File: config.mk
export PLATFORM = sky130hd
export DESIGN_NAME = matrix_scroll_feeder_flat
export DESIGN_NICKNAME = d
export VERILOG_FILES = /design/src/rtl/matrix_scroll_feeder_if.sv /design/src/rtl/matrix_scroll_feeder.sv /design/src/flat_wrapper.sv
export SDC_FILE = /design/constraint.sdc
export NUM_CORES = 1
export LEC_CHECK = 0
export ABC_AREA = 1
export ABC_CLOCK_PERIOD_IN_PS = 2800
export CAP_MARGIN = 20
export CORE_MARGIN = 2
export CORE_UTILIZATION = 45
export CTS_BUF_LIST = sky130_fd_sc_hd__clkbuf_4
export CTS_CLUSTER_SIZE = 14
export DETAILED_ROUTE_END_ITERATION = 6
export PLACE_DENSITY_LB_ADDON = 0.05
export SLEW_MARGIN = 15
export SYNTH_ARGS = -nofsm -noshare
export SYNTH_HDL_FRONTEND = slang
export SYNTH_SLANG_ARGS = --single-unit
File: constraint.sdc
create_clock -name CLK -period 2.8 [get_ports CLK]
set_input_delay 0.28 -clock CLK [delete_from_list [all_inputs] [get_ports CLK]]
set_output_delay 0.28 -clock CLK [all_outputs]
set_load 0.02 [all_outputs]
File: src/rtl/matrix_scroll_feeder_if.sv
// rtl/matrix_scroll_feeder_if.sv - pattern write bus and matrix-driver column bus
interface matrix_scroll_feeder_if;
    logic        WR_EN;
    logic [4:0]  WR_ADDR;
    logic [15:0] WR_DATA;
    logic [4:0]  column_id;
    logic [15:0] in_column;
    logic        LOAD;
    logic        IN_CLR;
    logic        BUSY;
    logic        FRAME_DONE;
    logic [4:0]  offset;

    modport master (
        output WR_EN, WR_ADDR, WR_DATA,
        input  column_id, in_column, LOAD, IN_CLR, BUSY, FRAME_DONE, offset
    );

    modport slave (
        input  WR_EN, WR_ADDR, WR_DATA,
        output column_id, in_column, LOAD, IN_CLR, BUSY, FRAME_DONE, offset
    );
endinterface

File: src/rtl/matrix_scroll_feeder.sv
// rtl/matrix_scroll_feeder.sv - scrolls a 32-column pattern memory into a 16-column matrix driver
module matrix_scroll_feeder #(
    parameter int HOLD_CYCLES = 1000,
    parameter int STEP        = 1
) (
    input  logic                   CLK,
    input  logic                   RESET,
    input  logic                   RUN,
    matrix_scroll_feeder_if.slave  mx
);
    typedef enum logic [2:0] {IDLE, CLEAR, SETUP, STROBE, HOLD} state_t;

    localparam logic [15:0] HOLD_LAST = 16'(HOLD_CYCLES - 1);
    localparam logic [4:0]  STEP_W    = 5'(STEP);

    state_t      state, next_state;
    logic        run_en;
    logic [3:0]  col, col_nxt;
    logic [15:0] hold_cnt, hold_cnt_nxt;
    logic        hold_last;
    logic [4:0]  rd_addr;
    logic [15:0] mem [32];

    logic        load_d, in_clr_d, busy_d, frame_done_d;
    logic [4:0]  column_id_q, offset_q;
    logic [15:0] in_column_q;
    logic        load_q, in_clr_q, busy_q, frame_done_q;

    // Reset assertion is immediate; release is seen one edge late so the
    // FSM first moves on the second rising edge after RESET goes high.
    always_ff @(posedge CLK or negedge RESET) begin
        if (!RESET) run_en <= 1'b0;
        else        run_en <= 1'b1;
    end

    always_ff @(posedge CLK or negedge RESET) begin
        if (!RESET)      state <= IDLE;
        else if (run_en) state <= next_state;
    end

    assign hold_last = (hold_cnt == HOLD_LAST);

    always_comb begin
        next_state = state;
        case (state)
            IDLE:    if (RUN) next_state = CLEAR;
            CLEAR:   next_state = SETUP;
            SETUP:   next_state = STROBE;
            STROBE:  next_state = (col == 4'd15) ? HOLD : SETUP;
            HOLD:    if (hold_last) next_state = RUN ? CLEAR : IDLE;
            default: next_state = IDLE;
        endcase
    end

    // Outputs are registered, so each strobe is decoded from the state being entered.
    always_comb begin
        col_nxt = col;
        if (state == CLEAR)
            col_nxt = 4'd0;
        else if (state == STROBE && col != 4'd15)
            col_nxt = col + 4'd1;
        hold_cnt_nxt = (state == HOLD && !hold_last) ? hold_cnt + 16'd1 : 16'd0;
        rd_addr      = offset_q + {1'b0, col_nxt};
        load_d       = (next_state == STROBE);
        in_clr_d     = (next_state == CLEAR);
        busy_d       = (next_state != IDLE);
        frame_done_d = (next_state == HOLD) && (hold_cnt_nxt == HOLD_LAST);
    end

    always_ff @(posedge CLK or negedge RESET) begin
        if (!RESET) begin
            col          <= 4'd0;
            hold_cnt     <= 16'd0;
            column_id_q  <= 5'd0;
            in_column_q  <= 16'd0;
            offset_q     <= 5'd0;
            load_q       <= 1'b0;
            in_clr_q     <= 1'b0;
            busy_q       <= 1'b0;
            frame_done_q <= 1'b0;
        end else if (run_en) begin
            col          <= col_nxt;
            hold_cnt     <= hold_cnt_nxt;
            load_q       <= load_d;
            in_clr_q     <= in_clr_d;
            busy_q       <= busy_d;
            frame_done_q <= frame_done_d;
            // Sampled on the same edge a write lands, so a colliding write is not seen.
            if (next_state == SETUP) begin
                column_id_q <= {1'b0, col_nxt};
                in_column_q <= mem[rd_addr];
            end
            if (state == HOLD && hold_last)
                offset_q <= offset_q + STEP_W;
        end
    end

    always_ff @(posedge CLK) begin
        if (mx.WR_EN) mem[mx.WR_ADDR] <= mx.WR_DATA;
    end

    assign mx.column_id  = column_id_q;
    assign mx.in_column  = in_column_q;
    assign mx.LOAD       = load_q;
    assign mx.IN_CLR     = in_clr_q;
    assign mx.BUSY       = busy_q;
    assign mx.FRAME_DONE = frame_done_q;
    assign mx.offset     = offset_q;
endmodule

File: src/flat_wrapper.sv
// flat-port wrapper written by rule: the top's interface ports become plain ports
module matrix_scroll_feeder_flat 
#(
    parameter int HOLD_CYCLES = 1000,
    parameter int STEP        = 1
)
  (CLK, RESET, RUN, mx_WR_EN, mx_WR_ADDR, mx_WR_DATA, mx_column_id, mx_in_column, mx_LOAD, mx_IN_CLR, mx_BUSY, mx_FRAME_DONE, mx_offset);
  matrix_scroll_feeder_if mx_i ();
  input  logic CLK;
  input  logic RESET;
  input  logic RUN;
  input wire logic [$bits(mx_i.WR_EN)-1:0] mx_WR_EN;
  input wire logic [$bits(mx_i.WR_ADDR)-1:0] mx_WR_ADDR;
  input wire logic [$bits(mx_i.WR_DATA)-1:0] mx_WR_DATA;
  output wire logic [$bits(mx_i.column_id)-1:0] mx_column_id;
  output wire logic [$bits(mx_i.in_column)-1:0] mx_in_column;
  output wire logic [$bits(mx_i.LOAD)-1:0] mx_LOAD;
  output wire logic [$bits(mx_i.IN_CLR)-1:0] mx_IN_CLR;
  output wire logic [$bits(mx_i.BUSY)-1:0] mx_BUSY;
  output wire logic [$bits(mx_i.FRAME_DONE)-1:0] mx_FRAME_DONE;
  output wire logic [$bits(mx_i.offset)-1:0] mx_offset;
  assign mx_i.WR_EN = mx_WR_EN;
  assign mx_i.WR_ADDR = mx_WR_ADDR;
  assign mx_i.WR_DATA = mx_WR_DATA;
  assign mx_column_id = mx_i.column_id;
  assign mx_in_column = mx_i.in_column;
  assign mx_LOAD = mx_i.LOAD;
  assign mx_IN_CLR = mx_i.IN_CLR;
  assign mx_BUSY = mx_i.BUSY;
  assign mx_FRAME_DONE = mx_i.FRAME_DONE;
  assign mx_offset = mx_i.offset;
  matrix_scroll_feeder #(.HOLD_CYCLES(HOLD_CYCLES), .STEP(STEP)) u_core (.CLK(CLK), .RESET(RESET), .RUN(RUN), .mx(mx_i));
endmodule
## Word level (Yosys, flattened, before mapping)

Memory sizes are Yosys's and may differ from the RTL's. A register that Yosys moved wholly into a read port is not among the register bits.
Cells that the tools add are included.

- Add/sub/neg operators: 4
- $mul: 0
- Divide/modulo/power cells: 0
- Magnitude comparators: 0
- Equality and inequality tests: 12
- Shifts and indexed selects: 0
- Muxes and demuxes: 10
- Bitwise gates (word level): 0
- Reduce and logical (&&, ||, !) cells: 10

Operator list:

| kind | count |
|---|---|
| $eq A16 B10 Y1 const B | 2 |
| $add A16 B1 Y16 const B | 1 |
| $mux W16 | 1 |
| $pmux W3 S5 | 1 |
| $eq A3 B2 Y1 const B | 4 |
| $mux W3 | 3 |
| $mux W4 | 2 |
| $eq A3 B1 Y1 const B | 2 |
| $eq A3 B3 Y1 const B | 2 |
| $add A5 B1 Y5 const B | 1 |
| $add A5 B4 Y5 | 1 |
| $add A4 B1 Y4 const B | 1 |
| $eq A4 B4 Y1 const B | 1 |
| $logic_and A1 B1 Y1 | 4 |
| $ne A4 B4 Y1 const B | 1 |
| $reduce_and A2 Y1 | 2 |
| $logic_not A3 Y1 | 1 |
| $mux W1 | 3 |
| $reduce_bool A3 Y1 | 1 |
| $logic_not A1 Y1 | 2 |

- Register bits: 37
- Latch bits: 0
- Bits in writable memories: 512
- Bits in read-only memories: 0
- Bits of input ports: 25
- Output and inout bits: 30
- Word-level logic and storage cells: 47
- Memories kept: 1

Memory list:

| name | words | bits a word | rd ports | clocked after memory_dff | write ports | RTL line | source |
|---|---|---|---|---|---|---|---|
| u_core.mem | 32 | 16 | 1 | 1 | 1 | matrix_scroll_feeder.sv:22 | `logic [15:0] mem [32];` |

## Depth between registers and ports, before layout

Gate-level depths: netlist of run 1.

- Word-level depth: 6
- Mapped depth: 23
- Mapped depth without buffers: 20

## Worst setup path after synthesis of run 1

OpenSTA, ideal clock, no wires.

- Path type: reg-to-reg
- From: register u_core.col[0]
- To: register u_core.in_column_q[10], in the netlist u_core.mx.in_column[10], read port of u_core.mem
- Library setup time: 117 ps
- Arrival time: 2772 ps
- Required time: 2683 ps
- Setup slack: -89 ps
- Cell stages (with the launch flop): 23
- Path buffers: 3
- Clock period less this slack: 2889 ps
- Path through: dfrtp_1 > ha_1 > nand3_1 > nand2_1 > inv_1 > nor2_1 > nor2_1 > ha_1 > inv_1 > fa_1 > buf_2 > inv_2 > buf_2 > buf_2 > nor2_1 > o21ai_0 > nand3_1 > nand2_1 > nand2_1 > nand3_1 > nand2_1 > nand2_1 > nand2_1

- Cells in the longest elaborated chain, start to end: 5
- Elaborated cells on any way between the ends: 11
- Those cells by class: add/sub (2); eq/ne (3); mux (4); reduce/logical (2)

Ends and longest elaborated chain:

| element | RTL line | source |
|---|---|---|
| from (decl) | matrix_scroll_feeder.sv:18 | `logic [3:0] col, col_nxt;` |
| from (signal assigned) | matrix_scroll_feeder.sv:82 | `col <= col_nxt;` |
| parallel branches: the longest is 2 deep, another holds $add A4 B1 Y4 | n/a |  |
| $mux W4 (*) | matrix_scroll_feeder.sv:60 | `else if (state == STROBE && col != 4'd15)` |
| $mux W4 (*) | matrix_scroll_feeder.sv:58 | `if (state == CLEAR)` |
| net u_core.col_nxt[0] | matrix_scroll_feeder.sv:18 |  |
| $add A5 B4 Y5 (*) | matrix_scroll_feeder.sv:63 | `rd_addr = offset_q + {1'b0, col_nxt};` |
| to (decl) | matrix_scroll_feeder.sv:26 | `logic [15:0] in_column_q;` |

Mark *: on every way through the listed nets, which the timed path passes.
A chain may end at the register's enable or synchronous reset.

## Final worst setup path of run 1

- From: register u_core.col[1]
- To: register u_core.in_column_q[5], in the netlist u_core.mx.in_column[5], read port of u_core.mem

- Cells in the longest elaborated chain, start to end: 5
- Elaborated cells on any way between the ends: 11
- Those cells by class: add/sub (2); eq/ne (3); mux (4); reduce/logical (2)

Ends and longest elaborated chain:

| element | RTL line |
|---|---|
| $ne A4 B4 Y1 | matrix_scroll_feeder.sv:60 |
| $logic_and A1 B1 Y1 | matrix_scroll_feeder.sv:60 |
| $mux W4 | matrix_scroll_feeder.sv:60 |
| $mux W4 | matrix_scroll_feeder.sv:58 |
| net u_core.col_nxt[0] | matrix_scroll_feeder.sv:18 |
| $add A5 B4 Y5 | matrix_scroll_feeder.sv:63 |

The timed path passes the listed nets, and every way through them passes these cells.

==> results.md, run 1 <==
- Outcome: finished with violations
- Violated checks: setup timing
- Gr usage total: 0.2589
- Ratio of cells with drive above 1 in the final layout: 0.2297
- Root buf cell: clkbuf_4
- Register area: 0.01670 mm2
- Total power: 30,770 uW
- WL/cell: 21.53 um
- Die ar.: 0.05420 mm2
- Final hold viol count: 0
- Reg clk slew, reported paths: 60 ps
- Core area: 0.05151 mm2
- GR Overflow Total: 0
- Switching share of power: 0.3831
- Nets: 2,439
- CTS Buffer Depth: 3
- Clk network pwr share: 0.239
- Slowest CP cell: fa_4
- CTS sink count: 565
- Post-layout worst setup margin: -602.7 ps
- Syn Nets: 2,154
- Final WL: 68,870 um
- Worst Setup Start Kind: register
- Min-delay worst type: input port to register
- Crit-path most repeated cell: nand2_1
- Synth area leader: edfxtp_1
- Ports: 55
- Final std cells w/o fill: 3,199
- Critical Path AT: 4330 ps
- Crit Path Category: register to register
- Worst vdd ir: 0.5855 mV
- Area delta synth->final: 23.38%
- Register share of total power: 0.316
- Antenna violations before repair: 3
- Max Slew Vio Count: 0
- Power Density: 1059 mW/mm2
- Die width: 232.8 um
- Sequential share of the synthesized area: 0.7089
- Final worst path period need: 3403 ps
- Req. time, crit path: 3730 ps
- Mapped Cells: 2,121
- Final core occ: 0.5643
- Period utilization: 1.215
- Iter 0 DRT Violations: 1,607
- Routed metal-1 wire length: 29,530 um
- Post-synth top area share: 0.6526
- Cell Chain, Critical Path: ha_2 -> nand3_2 -> nand2_2 -> inv_2 -> nand2_1 -> nand2_1 -> nor2_2 -> ha_4 -> inv_2 -> fa_4 -> buf_12 -> buf_16 -> o21ai_0 -> o21ai_1 -> nand2_1 -> nand3_2 -> nand3_2 -> nand2_1 -> nand2_1 -> nand2_1
- Placed cell count: 2,898
- Slew @ Worst Pin: 897.1 ps
- Psw: 11,790 uW
- Via density: 5.306
- Die H: 232.8 um
- Vias: 16,980
- CTS tree: yes
- Multi-input logic area: 0.006660 mm2
- Metal2 WL: 32,080 um
- Input/output buffers: 53
- DPL Wire Length: 39,290 um
- Cell variety after synth: 34
- Met3 wire len: 5368 um
- Internal power: 18,980 uW
- Drt pass-1 iters: 5
- Vias in the first global route: 16,440
- Top Family by Delay on Critical Path: adder cells
- P_leak: 0.01087 uW
- Final setup vio count: 16
- Starting Density: 0.4574
- Slew headroom: 0.3999
- FILL cells: 4,461
- H-tree depth: 4
- Largest net degree at the start of global routing: 54
- CP endpoint kind: register
- CP bufs+invs: 4
- # rows: 83
- Synth Register Bits: 565
- First-pass GRT wire length: 101,600 um
- Comb pwr share: 0.445
- Remaining DRCs: 0
- Synth Area per Inst: 11.11 um2
- Synth warn: 0
- Clk_lat worst skew: 1020 ps
- GP Congestion: 0.8732
- Cell Area, Synth: 0.02356 mm2
- FMAX: 293.9 MHz
- CP max FO: 7
- Highest Signal Layer: met4
- Unrepaired setup endpoints after global routing: true
- Synth top area cells: edfxtp_1 (65%), nor2_1 (8.7%), dfrtp_1 (5.6%)
- Max-Cap Viols: 0
- Antenna-violating nets left: 0
- Clock skew: 43.68 ps
- Crit path largest cell delay: 920 ps
- Num CTS Buffers: 152
synth_stat cells:
cell type,count
nand4_1,9
o21ai_0,228
o21ai_1,85
o22ai_1,4
inv_1,37
a31oi_1,2
nor3_2,1
nor2_4,1
xor2_2,1
o21bai_1,1
o21ai_2,1
ha_1,7
nor2_2,1
buf_6,16
nand2_1,321
inv_2,5
clkbuf_1,45
o211ai_1,1
nand3_2,1
or2_2,2
buf_4,5
nand2_2,1
conb_1,2
a21oi_1,4
fa_1,1
xor2_1,6
nor3_1,2
edfxtp_1,512
nand3_1,163
nor2_1,549
buf_1,8
xnor2_1,5
buf_2,41
dfrtp_1,53
through the flow:
step / TNS, ps / area (um2) / setup WS (ps) / hold slack (ps)
3_5_place_dp: -11680 / 25950 / -866.3 / 264.2
3_3_place_gp: -11500 / 25950 / -862.0 / 255.6
2_1_floorplan: 0 / 23580 / 13.51 / -15.59
5_1_grt: -11750 / 29070 / -762.1 / 93.53
4_1_cts: -8962 / 28540 / -597.9 / 63.07
6_report: -8990 / 29070 / -602.7 / 131.8
logic make-up (layout without fill, tap and decap cells):
kind of cell,count (synthesis),count (layout),synth area share
DFF,565,565,0.7089
buffers and inverters,157,548,0.03309
xor gates and xnor gates,12,12,0.004780
adders and majority gates,8,8,0.004567
other,2,9,0.0003188
AOI/OAI and AO/OA,326,326,0.06994
and+or+nand+nor,1051,1051,0.1784
final cells by class:
class,instances,area share
antenna,7,0.0006026
clock buffer,237,0.06121
clock inverter,23,0.005036
inverter,42,0.006026
multi-input combinational,1399,0.2291
sequential,565,0.5746
tap,680,0.02927
timing repair buffer,246,0.09418
path summary, 6_finish.rpt:
kind | depth (start not counted) | from | slack [ps] | end
min | 2 | mx_WR_DATA[7] | 130 | u_core.mem[31][7]
max reg2reg | 20 | u_core.col[1] | -600 | u_core.mx.in_column[5]
min in group asynchronous | 4 | RESET | 400 | u_core.hold_cnt[15]
min reg2reg | 2 | u_core.mx.column_id[2] | 470 | u_core.mx.column_id[2]
max in group asynchronous | 4 | RESET | 1140 | u_core.mx.in_column[15]
max | 20 | u_core.col[1] | -600 | u_core.mx.in_column[5]
power groups by stage:
stage / Clock (uW) / Combinational [uW] / Sequential [uW]
detailed placement: 0 / 11300 / 9870
global placement: 0 / 11300 / 9870
floorplan: 0 / 6860 / 9950
global route: 8010 / 15000 / 9720
finish: 7360 / 13700 / 9710
CTS: 7540 / 12700 / 9700
placed cells by master, fill, tap and decap left out, types with 4 or more instances in the layout:
cell / netlist / routed
clkinv_1: 0 / 12
nor2_2: 1 / 22
a21oi_1: 4 / 4
buf_4: 5 / 129
nand3_1: 163 / 122
o21ai_1: 85 / 132
edfxtp_1: 512 / 512
buf_6: 16 / 10
nand2_2: 1 / 40
buf_12: 0 / 31
clkbuf_4: 0 / 237
nand3_4: 0 / 11
o21ai_0: 228 / 175
clkbuf_16: 0 / 6
o21ai_2: 1 / 7
nor2_4: 1 / 7
nor2_1: 549 / 522
inv_1: 37 / 35
o22ai_1: 4 / 4
buf_16: 0 / 10
ha_1: 7 / 5
nand2_4: 0 / 4
nand2_1: 321 / 278
inv_2: 5 / 10
diode_2: 0 / 7
nand4_1: 9 / 9
dfrtp_1: 53 / 53
clkdlybuf4s50_1: 0 / 52
xor2_1: 6 / 5
dlygate4sd3_1: 0 / 4
nand3_2: 1 / 31
layer usage:
metal,vias to the layer above,track usage
li1,8023,-
met1,8191,0.3532
met2,643,0.4021
met3,118,0.06250
met4,0,0.09932
met5,-,0
timing repair:
action | in CTS | in global routing
setup buffers | 11 | 7
endpoints found under the setup margin | 16 | 16
pin swaps | 32 | 80
gates resized for setup | 97 | 128
hold endpoints to repair | 55 | 0
cloned | 7 | 6
hold buffers | 4 | 0
sequential cells by signal (all words and copies together), names as in the netlist:
register	cells
u_core.mx.FRAME_DONE	1
u_core.mem	512
u_core.mx.BUSY	1
u_core.hold_cnt	16
u_core.mx.IN_CLR	1
u_core.mx.in_column	16
u_core.mx.column_id	4
u_core.mx.LOAD	1
u_core.col	4
u_core.mx.offset	5
u_core.run_en	1
u_core.state	3
Power figures use the tool's default switching activity.
==> run 2: changes to the inputs <==
Settings changed: CORE_UTILIZATION 45 to 35, CTS_BUF_LIST sky130_fd_sc_hd__clkbuf_4 to sky130_fd_sc_hd__clkbuf_8 sky130_fd_sc_hd__clkbuf_16, REMOVE_ABC_BUFFERS set to 1.
==> run 2 against run 1 <==
Sequential power is essentially flat. Clock power up 14%. The run still ends with setup timing left. Sequential share of layout area is 1.9 points lower. Largest power group unchanged. Via count is 3.0% lower. Critical path type unchanged. Worst setup slack improved by 11 ps.
==> results.md, run 2 (synthesized netlist as in run 1, its figures left out) <==
- Slew headroom: 0.5556 (+0.1557)
- Core area: 0.06692 mm2 (+30%)
- Largest net degree at the start of global routing: 57 (+5.6%)
- Clock skew: 27.12 ps (-16.56 ps)
- Unrepaired setup endpoints after global routing: true
- Crit path largest cell delay: 900 ps (-20 ps)
- Gr usage total: 0.2125 (-0.04636)
- Critical Path AT: 3880 ps (-450 ps)
- Final setup vio count: 16 (unchanged)
- Reg clk slew, reported paths: 60 ps (about the same)
- CP bufs+invs: 5 (+1)
- Most common cell after layout, fill and taps aside: edfxtp_1
- Iter 0 DRT Violations: 1,373 (-15%)
- DPL Wire Length: 44,140 um (+12%)
- Commonest cells after routing, fill and taps aside: edfxtp_1 (512), nor2_1 (482), nand2_1 (269), o21ai_0 (173), o21ai_1 (133)
- Number of flip-flops under the largest register name: 512 (unchanged)
- R2R depth: 22 (+10%)
- Final worst path period need: 3392 ps (-10.52 ps)
- Remaining DRCs: 0 (unchanged)
- Reg-to-Reg Start: u_core.col[0]
- Drt pass-1 iters: 5 (unchanged)
- CTS Buffer Depth: 3 (unchanged)
- Die ar.: 0.06941 mm2 (+28%)
- Total power: 32,640 uW (+6.1%)
- Violated checks: setup timing
- FILL cells: 6,233 (+40%)
- Slowest CP cell: fa_4
- Starting Density: 0.3521 (-0.1053)
- Final core occ: 0.4496 (-0.1147)
- Vias in the first global route: 16,490 (+0.35%)
- H-tree depth: 3 (-1)
- CTS tree: yes
- Setup TNS: -8443 ps (+547.3 ps)
- First-pass GRT wire length: 108,900 um (+7.2%)
- Period utilization: 1.211 (-0.003756)
- Post-route cell area: 0.03009 mm2 (+3.5%)
- P_leak: 0.01102 uW (+1.3%)
- Die width: 263.5 um (+13%)
- Req. time, crit path: 3290 ps (-440 ps)
- Outcome: finished with violations
- Power Density: 1085 mW/mm2 (+2.5%)
- GR Overflow Total: 0 (unchanged)
- Ratio of cells with drive above 1 in the final layout: 0.2048 (-0.02491)
- Area delta synth->final: 27.70%
- Via density: 5.059 (-4.7%)
- WL/cell: 22.69 um (+5.4%)
- Antenna-violating nets left: 0 (unchanged)
- Crit-path most repeated cell: nand2_1
- Vias: 16,470 (-3.0%)
- Ports: 55 (unchanged)
- Nets: 2,372 (-2.7%)
- Worst vdd ir: 0.5372 mV (-8.3%)
- Input/output buffers: 53 (unchanged)
- Cell Chain, Critical Path: ha_2 -> nand3_2 -> nand2_2 -> inv_2 -> nand2_1 -> nand2_1 -> nor2_2 -> ha_4 -> inv_2 -> fa_4 -> buf_6 -> buf_12 -> clkbuf_16 -> nor2_2 -> o21ai_1 -> nand2_1 -> nand2_1 -> nand3_2 -> nand3_4 -> nand2_2 -> nand2_1 -> nand2_1
- CP endpoint kind: register
- Crit Path Category: register to register
- Slew @ Worst Pin: 664.7 ps (-232.5 ps)
- Clk_lat worst skew: 600 ps (-420 ps)
- Antenna violations before repair: 4 (+1)
- # rows: 95 (+14%)
- CP max FO: 8 (+1)
- Num CTS Buffers: 67 (-56%)
- Min-delay worst type: input port to asynchronous set/reset pin
- DP Area: 0.02673 mm2 (+3.0%)
- Most flops, register: u_core.mem
- Final WL: 73,860 um (+7.3%)
- Worst Setup Start Kind: register
- R2R Path End: u_core.mx.in_column[7]
- N_diodes: 0 (-7)
- Worst R2R Setup Slack: -590 ps (about the same)
- CTS sink count: 565 (unchanged)
- DP Worst Slack: -836.5 ps (+29.84 ps)
- Max Slew Vio Count: 0 (unchanged)
- Top Family by Delay on Critical Path: adder cells
- Post-layout worst setup margin: -592.1 ps (+10.52 ps)
- FMAX: 294.8 MHz (+0.31%)
- Max-Cap Viols: 0 (unchanged)
- Die H: 263.5 um (+13%)
- GP Congestion: 0.8130 (-6.9%)
- Final hold viol count: 0 (unchanged)
- Root buf cell: clkbuf_16
==> run 2: cell count changes in the layout (fill, tap and decap cells not counted), sizes merged <==
cell	change
buf	+21
clkbuf	-163
clkinvlp	-1
clkinv	-2
inv	+16
dlygate4sd3	-3
diode	-7
bufinv	+2
bufbuf	+1
==> run 2: power by group <==
part	total [uW]	switching (uW)	leakage, uW	internal, uW
sequential	9700	221	0.00531	9480
clock	8370	3390	0.00110	4980
combinational	14600	8550	0.00460	6030
total	32600	12200	0.0110	20500
==> run 2: routing by layer <==
layer  vias to the layer above  global-route usage  wire length, um
li1                       7787                   -                -
met1                      8167              0.2935            33600
met2                       410              0.3398            34400
met3                       106             0.03975             3911
met4                         2             0.06610             1946
met5                         -                   0               11
==> run 2: how the worst max path moves through the flow <==
stage / startpoint / to / slack, ps / cells after the start
2_1_floorplan: u_core.col[0] / u_core.mx.in_column[0] / -6510 / 19
3_3_place_gp: u_core.col[0] / u_core.mx.in_column[1] / -860 / 21
3_5_place_dp: u_core.col[0] / u_core.mx.in_column[1] / -840 / 21
4_1_cts: u_core.col[1] / u_core.mx.in_column[1] / -610 / 23
5_1_grt: u_core.col[0] / u_core.mx.in_column[3] / -730 / 22
6_report: u_core.col[0] / u_core.mx.in_column[7] / -590 / 22
==> run 2: tightest hold or removal path, delay by kind of cell <==
| family | cells | cell delay [ps] |
|---|---|---|
| buf+inv | 3 | 940 |
==> run 2: timing repair <==
| item | CTS | global route |
|---|---|---|
| gates cloned | 9 | 5 |
| hold endpoints to repair | 53 | 0 |
| endpoints found under the setup margin | 16 | 16 |
| buffers inserted | 10 | 1 |
| hold buffers | 1 | 0 |
| resized for setup | 145 | 125 |
| pin swaps | 59 | 82 |
==> run 2: area by class of cell <==
class / instances / area, um2 / share of cell area
clock buffers: 75 / 1821 / 0.06051
clock inverters: 38 / 270.3 / 0.008983
inverters: 42 / 175.2 / 0.005822
multi-input cells: 1399 / 6893 / 0.2291
flip-flops and latches: 565 / 16700 / 0.5551
well taps: 873 / 1092 / 0.03631
repair buffers: 264 / 3134 / 0.1042
==> run 2: metrics by stage <==
stage	std cells	hold WS, ps
CTS	3252	212.9
finish	3256	220.8
floorplan	2006	-15.59
detailed placement	3119	325.0
global route	3256	233.4
global placement	3119	323.2
==> run 3: changes to the inputs <==
Settings changed: CAP_MARGIN 20 to not set.
==> results of run 3 <==
Final layout, timing and power as in run 2 (identical DEF).
